`src/rtl/mem_arbiter.sv`:
```
// rtl/mem_arbiter.sv - two-master round-robin data-port arbiter with bounded bus locking
module mem_arbiter #(
  parameter int WIDTH    = 32,
  parameter int MAX_LOCK = 16
) (
  input  logic             clk,
  input  logic             rst,
  input  logic             c_req,
  input  logic             c_we,
  input  logic [WIDTH-1:0] c_addr,
  input  logic [WIDTH-1:0] c_wdata,
  input  logic [2:0]       c_bytes,
  input  logic             c_unsigned,
  input  logic             c_lock,
  output logic             c_gnt,
  output logic             c_rvalid,
  output logic [WIDTH-1:0] c_rdata,
  input  logic             d_req,
  input  logic             d_we,
  input  logic [WIDTH-1:0] d_addr,
  input  logic [WIDTH-1:0] d_wdata,
  input  logic [2:0]       d_bytes,
  input  logic             d_unsigned,
  input  logic             d_lock,
  output logic             d_gnt,
  output logic             d_rvalid,
  output logic [WIDTH-1:0] d_rdata,
  output logic [WIDTH-1:0] m_addr,
  output logic             m_re,
  output logic             m_we,
  output logic [2:0]       m_bytes,
  output logic             m_unsigned,
  output logic [WIDTH-1:0] m_wdata,
  input  logic [WIDTH-1:0] m_rdata
);

  localparam int LW = $clog2(MAX_LOCK + 1);

  typedef enum logic [1:0] {IDLE, OWN_C, OWN_D} state_t;

  state_t          state;
  logic            last;   // 0 = C won most recently, 1 = D
  logic [LW-1:0]   lcnt;   // transfers already taken in the current locked burst
  logic            rpend;
  logic            rsel;   // 0 = C, 1 = D

  logic            acc;
  logic            g_we;
  logic            g_lock;
  logic            lock_more;

  // Grant: lock owner exclusive, otherwise round-robin on ties; nothing while in reset
  always_comb begin
    c_gnt = 1'b0;
    d_gnt = 1'b0;
    if (rst) begin
      case (state)
        OWN_C:   c_gnt = c_req;
        OWN_D:   d_gnt = d_req;
        default: begin
          if (c_req && d_req) begin
            c_gnt = last;
            d_gnt = !last;
          end else begin
            c_gnt = c_req;
            d_gnt = d_req;
          end
        end
      endcase
    end
  end

  // Memory-side mux follows the granted master; C's values when nobody is granted
  always_comb begin
    acc        = c_gnt | d_gnt;
    g_we       = d_gnt ? d_we       : c_we;
    g_lock     = d_gnt ? d_lock     : c_lock;
    m_addr     = d_gnt ? d_addr     : c_addr;
    m_wdata    = d_gnt ? d_wdata    : c_wdata;
    m_bytes    = d_gnt ? d_bytes    : c_bytes;
    m_unsigned = d_gnt ? d_unsigned : c_unsigned;
    m_re       = acc && !g_we;
    m_we       = acc && g_we;
    // Releasing on the MAX_LOCK-th transfer caps a burst at exactly MAX_LOCK grants
    lock_more  = (lcnt < LW'(MAX_LOCK - 1));
  end

  assign c_rdata  = m_rdata;
  assign d_rdata  = m_rdata;
  assign c_rvalid = rpend && !rsel;
  assign d_rvalid = rpend && rsel;

  // Ownership FSM, round-robin history and read-return tracking
  always_ff @(posedge clk or negedge rst) begin
    if (!rst) begin
      state <= IDLE;
      last  <= 1'b1;
      lcnt  <= '0;
      rpend <= 1'b0;
      rsel  <= 1'b0;
    end else begin
      rpend <= acc && !g_we;
      rsel  <= d_gnt;
      if (acc) begin
        last <= d_gnt;
      end
      case (state)
        IDLE: begin
          if (acc && g_lock && (MAX_LOCK > 1)) begin
            state <= d_gnt ? OWN_D : OWN_C;
            lcnt  <= LW'(1);
          end
        end
        default: begin
          if (acc && g_lock && lock_more) begin
            lcnt <= lcnt + LW'(1);
          end else begin
            state <= IDLE;
            lcnt  <= '0;
          end
        end
      endcase
    end
  end

endmodule
```
`config.mk`:
```
export PLATFORM = sky130hd
export DESIGN_NAME = mem_arbiter
export DESIGN_NICKNAME = d
export VERILOG_FILES = /design/src/rtl/mem_arbiter.sv
export SDC_FILE = /design/constraint.sdc
export NUM_CORES = 1
export LEC_CHECK = 0
export BUFFER_PORTS_ARGS = -buffer_cell sky130_fd_sc_hd__buf_2
export CAP_MARGIN = 15
export CORE_AREA = 2 2 121 123
export CTS_BUF_LIST = sky130_fd_sc_hd__clkbuf_2 sky130_fd_sc_hd__clkbuf_4 sky130_fd_sc_hd__clkbuf_8
export CTS_CLUSTER_DIAMETER = 150
export DETAILED_ROUTE_END_ITERATION = 10
export DIE_AREA = 0 0 123 125
export GPL_ROUTABILITY_DRIVEN = 0
export PLACE_DENSITY = 0.48
export RECOVER_POWER = 25
export SETUP_SLACK_MARGIN = 0.4
export SLEW_MARGIN = 10
export SYNTH_ARGS = -nofsm -noshare
export SYNTH_HDL_FRONTEND = slang
export SYNTH_SLANG_ARGS = --single-unit
```
`constraint.sdc`:
```
create_clock -name clk -period 2.6 [get_ports clk]
set_clock_uncertainty 0.2 [all_clocks]
set_input_delay 0.13 -clock clk [delete_from_list [all_inputs] [get_ports clk]]
set_output_delay 0.13 -clock clk [all_outputs]
set_load 0.02 [all_outputs]
```
# ---- Word-level counts from Yosys, hierarchy flattened
# Index checks and enable logic that the tools add are counted.
# W data, S select, Z words.
dict set report word_totals {
  elab_cells 43
  reg_bits 10
  inputBits 176
  output_inout_bits 138
}
dict set report op_classes {
  eq_ne 4
  bitwise 1
  addsub 1
  order_cmp 1
  mux 19
  n_reduce_logical 12
}
# op count
set ops {}
lappend ops {{$mux W32} 2}
lappend ops {{$mux W5} 3}
lappend ops {{$mux W2} 4}
lappend ops {{$logic_and A1 B1 Y1} 7}
lappend ops {{$mux W1} 7}
lappend ops {{$add A5 B1 Y5 const B} 1}
lappend ops {{$lt A5 B4 Y1 const B} 1}
lappend ops {{$pmux W1 S2} 2}
lappend ops {{$logic_not A1 Y1} 3}
lappend ops {{$mux W3} 1}
lappend ops {{$eq A2 B1 Y1 const B} 1}
lappend ops {{$eq A2 B2 Y1 const B} 1}
lappend ops {{$logic_not A2 Y1} 1}
lappend ops {{$ne A2 B1 Y1 const B} 1}
lappend ops {{$ne A2 B2 Y1 const B} 1}
lappend ops {{$reduce_and A2 Y1} 1}
lappend ops {{$or A1 B1 Y1} 1}

# ---- Logic depth before layout (Yosys ltp)
dict set report depth {
  depth_word 9
  ltp_mapped 9
  mapped_depth_nobuf 7
}

# ---- Worst setup path before layout
# OpenSTA, ideal clock, no wires.
dict set report synth_timing {
  path_type {register to register}
  startpoint {register state[0]}
  endpoint {register rpend}
  setup_slack_ps 161
  stages_incl_launch_ff 9
  t_arrival_ps 2067
  period_less_slack_ps 2439
  required_ps 2228
  path_cell_list {dfrtp_1 inv_1 ha_1 and3b_1 or3_1 buf_2 buf_6 buf_6 o22ai_1}
}
dict set report synth_via {
  elab_chain_cells 6
  word_cells_on_any_way 10
}
# item line_no
set synth_rtl {}
lappend synth_rtl {{start: declaration} 41} ;# state_t state;
lappend synth_rtl {{start signal: assignment} 110} ;# state <= d_gnt ? OWN_D : OWN_C;
lappend synth_rtl {{$eq A2 B2 Y1 or $eq A2 B1 Y1 (tied branches)} 57} ;# case (state)
lappend synth_rtl {{$pmux W1 S2} 57}
lappend synth_rtl {{$mux W1} 56} ;# if (rst) begin
lappend synth_rtl {{$mux W1} 76} ;# g_we = d_gnt ? d_we : c_we;
lappend synth_rtl {{$logic_not A1 Y1} n/a}
lappend synth_rtl {{$logic_and A1 B1 Y1 (*)} n/a}
lappend synth_rtl {{named net m_re} 29} ;# output logic m_re,
lappend synth_rtl {{end signal: assignment} 102} ;# rpend <= acc && !g_we;
lappend synth_rtl {{end: declaration} 44} ;# logic rpend;
# The timed path passes the listed nets; every way through them passes the cells marked *.
# A chain may end at the register's enable or synchronous reset.

# ---- Worst setup path after layout
dict set report layout_timing {
  startpoint {register state[0]}
  endpoint {output port m_addr[31]}
}
dict set report layout_via {
  elab_chain_cells 4
  word_cells_on_any_way 5
}
# item line_no
set layout_rtl {}
lappend layout_rtl {{$eq A2 B2 Y1 or $eq A2 B1 Y1 (tied branches)} 57}
lappend layout_rtl {{$pmux W1 S2 (*)} 57}
lappend layout_rtl {{$mux W1 (*)} 56}
lappend layout_rtl {{$mux W32 (*)} 78} ;# m_addr = d_gnt ? d_addr : c_addr;
lappend layout_rtl {{end: declaration} 28} ;# output logic [WIDTH-1:0] m_addr,
# Every way passes the cells marked *; elsewhere a longest branch is shown, timed or not.

==> flow_summary.ini <==
[cts]
clk_path_buf_depth = 2
cts_made_buffers = 3
root_buffer = clkbuf_8
cts_tree = built
htreeDepth = 1
path_clk_slew_ns = 0.05
clkLatencyLatePin_ns = 0.23
cts.sink_count = 10

[grt]
grt_first_pass_wirelength_um = 10200
antenna_found_initial = 0
grt_util_all_layers_pct = 8.17
overflow = 0
grt_max_degree = 36
grt_pass1_vias = 2064

[cells_and_area]
fillerInstances = 1520
diodes = 0
final_cell_mix = buf_2, buf_6, mux2_4
layout_commonest_cell = buf_2
final_util_pct = 25.5
drive_gt1_share_pct = 86.6
area_growth_pct = 68.9
fin_nets = 547

[run_status]
status = finished with violations
violations = setup timing

[detailed_routing]
highest_layer = met4
drt-wirelength-per-cell_um = 13.5
wl_met3_um = 894
route.met2.wl_um = 3510
wl_met1_um = 2990
drt.antenna.violating_nets = 0
dr.first_iter.drc_count = 24
dr_total_vias = 2049
via_per_inst = 3.73
first_pass_iters = 4
drt_wl_total_um = 7420
drc_errors = 0

[floorplanning]
initial_core_util_pct = 15.1
die_w_um = 123
coreArea_um2 = 14200
die_y_um = 125
rows = 44
die-area_um2 = 15400
ios = 314

[yosys]
synth_warnings = 0
synth_largest_area_cell = mux2_4
netlist_area_um2 = 2150
synthCells = 202
synthTopCellsByArea = mux2_4, buf_4, dfrtp_1, mux2_2, buf_6
yosys.cell_types.count = 33
yosysSeqAreaShare_pct = 11.7
syn_nets = 382
yosysTopAreaCellShare_pct = 39.9
ys_async_sr_fraction_pct = 100
ys_ff_latch = 10
postSynthAreaPerCell_um2 = 10.6
synth_edf_count = 0
synthFlopType = dfrtp_1

[power]
peakVddDrop_mv = 0.494
power.density_nw_per_um2 = 631
p_total_mw = 2.29
p_leak_nw = 2.01

[timing]
drv_slew = 0
fin_crit_ns = 2.61
timing.final.crit_share_pct = 100
clock.fmax_ghz = 0.383
max_slew_margin_pct = 67.9
setup-violations-final = 3
final-hold-violation-count = 0
worst_pin_slew_ns = 0.480
timing.final.ws_setup_ns = -0.0101
grt_setup_unrepaired = yes
holdWs_ns = 0.0600

[worst_setup_path]
r2r_start = state[0]$_DFFE_PN0P_
cp-start-kind = flip-flop
slowest_delay_ns = 0.43
cp-end-kind = primary output
crit_required_ns = 2.27
slowest_stage = or3_4
worst-setup-path-type = reg -> out
crit_path_start = state[0]$_DFFE_PN0P_
cp_cell_sequence = inv_2 -> ha_4 -> and3b_1 -> or3_4 -> buf_12 -> buf_16 -> mux2_2 -> buf_6
cp.arrival_ns = 2.28
worstPathMaxFanout = 8

[worst_hold_path]
min_from = m_rdata[15]
hold_class = in -> out

[placed_design]
port_buffers = 217
detailed_place_hpwl_um = 5800

[run]
maxCapViolCount = 0
==> cells by family (layout without fill, tap and decap cells) <==
logic type | count (synthesis) | in the layout | synth area share [%]
buf+inv | 82 | 246 | 28.1
mux | 69 | 69 | 46.7
fa+ha+maj | 4 | 4 | 2.33
flops | 10 | 10 | 11.7
compound gates | 17 | 17 | 5.72
simple gates | 20 | 20 | 5.42
==> area by class of cell <==
class	count	area, um2	area share [%]
Clock buffer	4	55.1	1.52
Tap cell	184	230	6.35
Timing Repair Buffer	233	1720	47.3
Multi-Input combinational cell	110	1340	36.9
Sequential cell	10	251	6.94
Inverter	9	33.8	0.932
==> layer usage <==
| metal | vias up | GRT usage (%) |
|---|---|---|
| met5 | - | 0 |
| met4 | 0 | 0.802 |
| met3 | 2 | 2.97 |
| met2 | 142 | 14.0 |
| met1 | 941 | 10.1 |
| li1 | 964 | - |
==> state kept, by name, indices dropped and copies added (netlist names) <==
register,flops
rpend,1
last,1
lcnt,5
state,2
rsel,1
==> report_power, final <==
part / total (mW) / switching [mW] / internal (mW)
Clock: 0.195 / 0.0618 / 0.133
Combinational: 1.85 / 0.818 / 1.03
Sequential: 0.244 / 0.0376 / 0.206
Total: 2.29 / 0.917 / 1.37
==> cells in the mapped netlist (3+ instances only) <==
cell     count
buf_6        7
mux2_4      57
a21oi_1      4
nor2b_1      3
inv_1        9
nand2_1      5
buf_4       64
mux2_2      11
dfrtp_1      9
ha_1         4
==> worst max-delay path: cells and delay by family (launching register included) <==
kind	cells	cell delay [ns]
fa+ha+maj	1	0.27
mux	1	0.30
flops	1	0.36
buf+inv	4	0.51
simple gates	2	0.60
==> final timing paths <==
| check | end | slack (ns) | cells after the start |
|---|---|---|---|
| setup reg to reg | lcnt[2]$_DFFE_PN0P_ | 0.01 | 9 |
| setup / recovery | m_addr[31] | -0.01 | 8 |
| min in group asynchronous | rsel$_DFF_PN0_ | 0.24 | 2 |
| hold reg to reg | last$_DFFE_PN1P_ | 0.30 | 2 |
| hold / removal | d_rdata[15] | 0.06 | 0 |
| max in group asynchronous | last$_DFFE_PN1P_ | 1.62 | 2 |
==> metrics by stage <==
step,TNS (ns),std cells,cell area [um2],setup slack [ns]
after floorplan,0,202,2200,0.316
after global placement,0,532,2960,0.192
after detailed placement,0,532,2960,0.171
after CTS,-0.200,548,3560,-0.0328
after global routing,-1.80,550,3620,-0.0658
final,-0.0111,550,3620,-0.0101
==> timing repair <==
action                                  in CTS  in global routing
cloned                                       2                  0
setup buffers                                7                  2
pin swaps                                    1                  5
hold buffers                                 3                  0
endpoints found under the setup margin      77                 78
hold endpoints to repair                    11                  0
gates resized for setup                    125                 16
No activity file was read; power rests on OpenSTA's default activity.
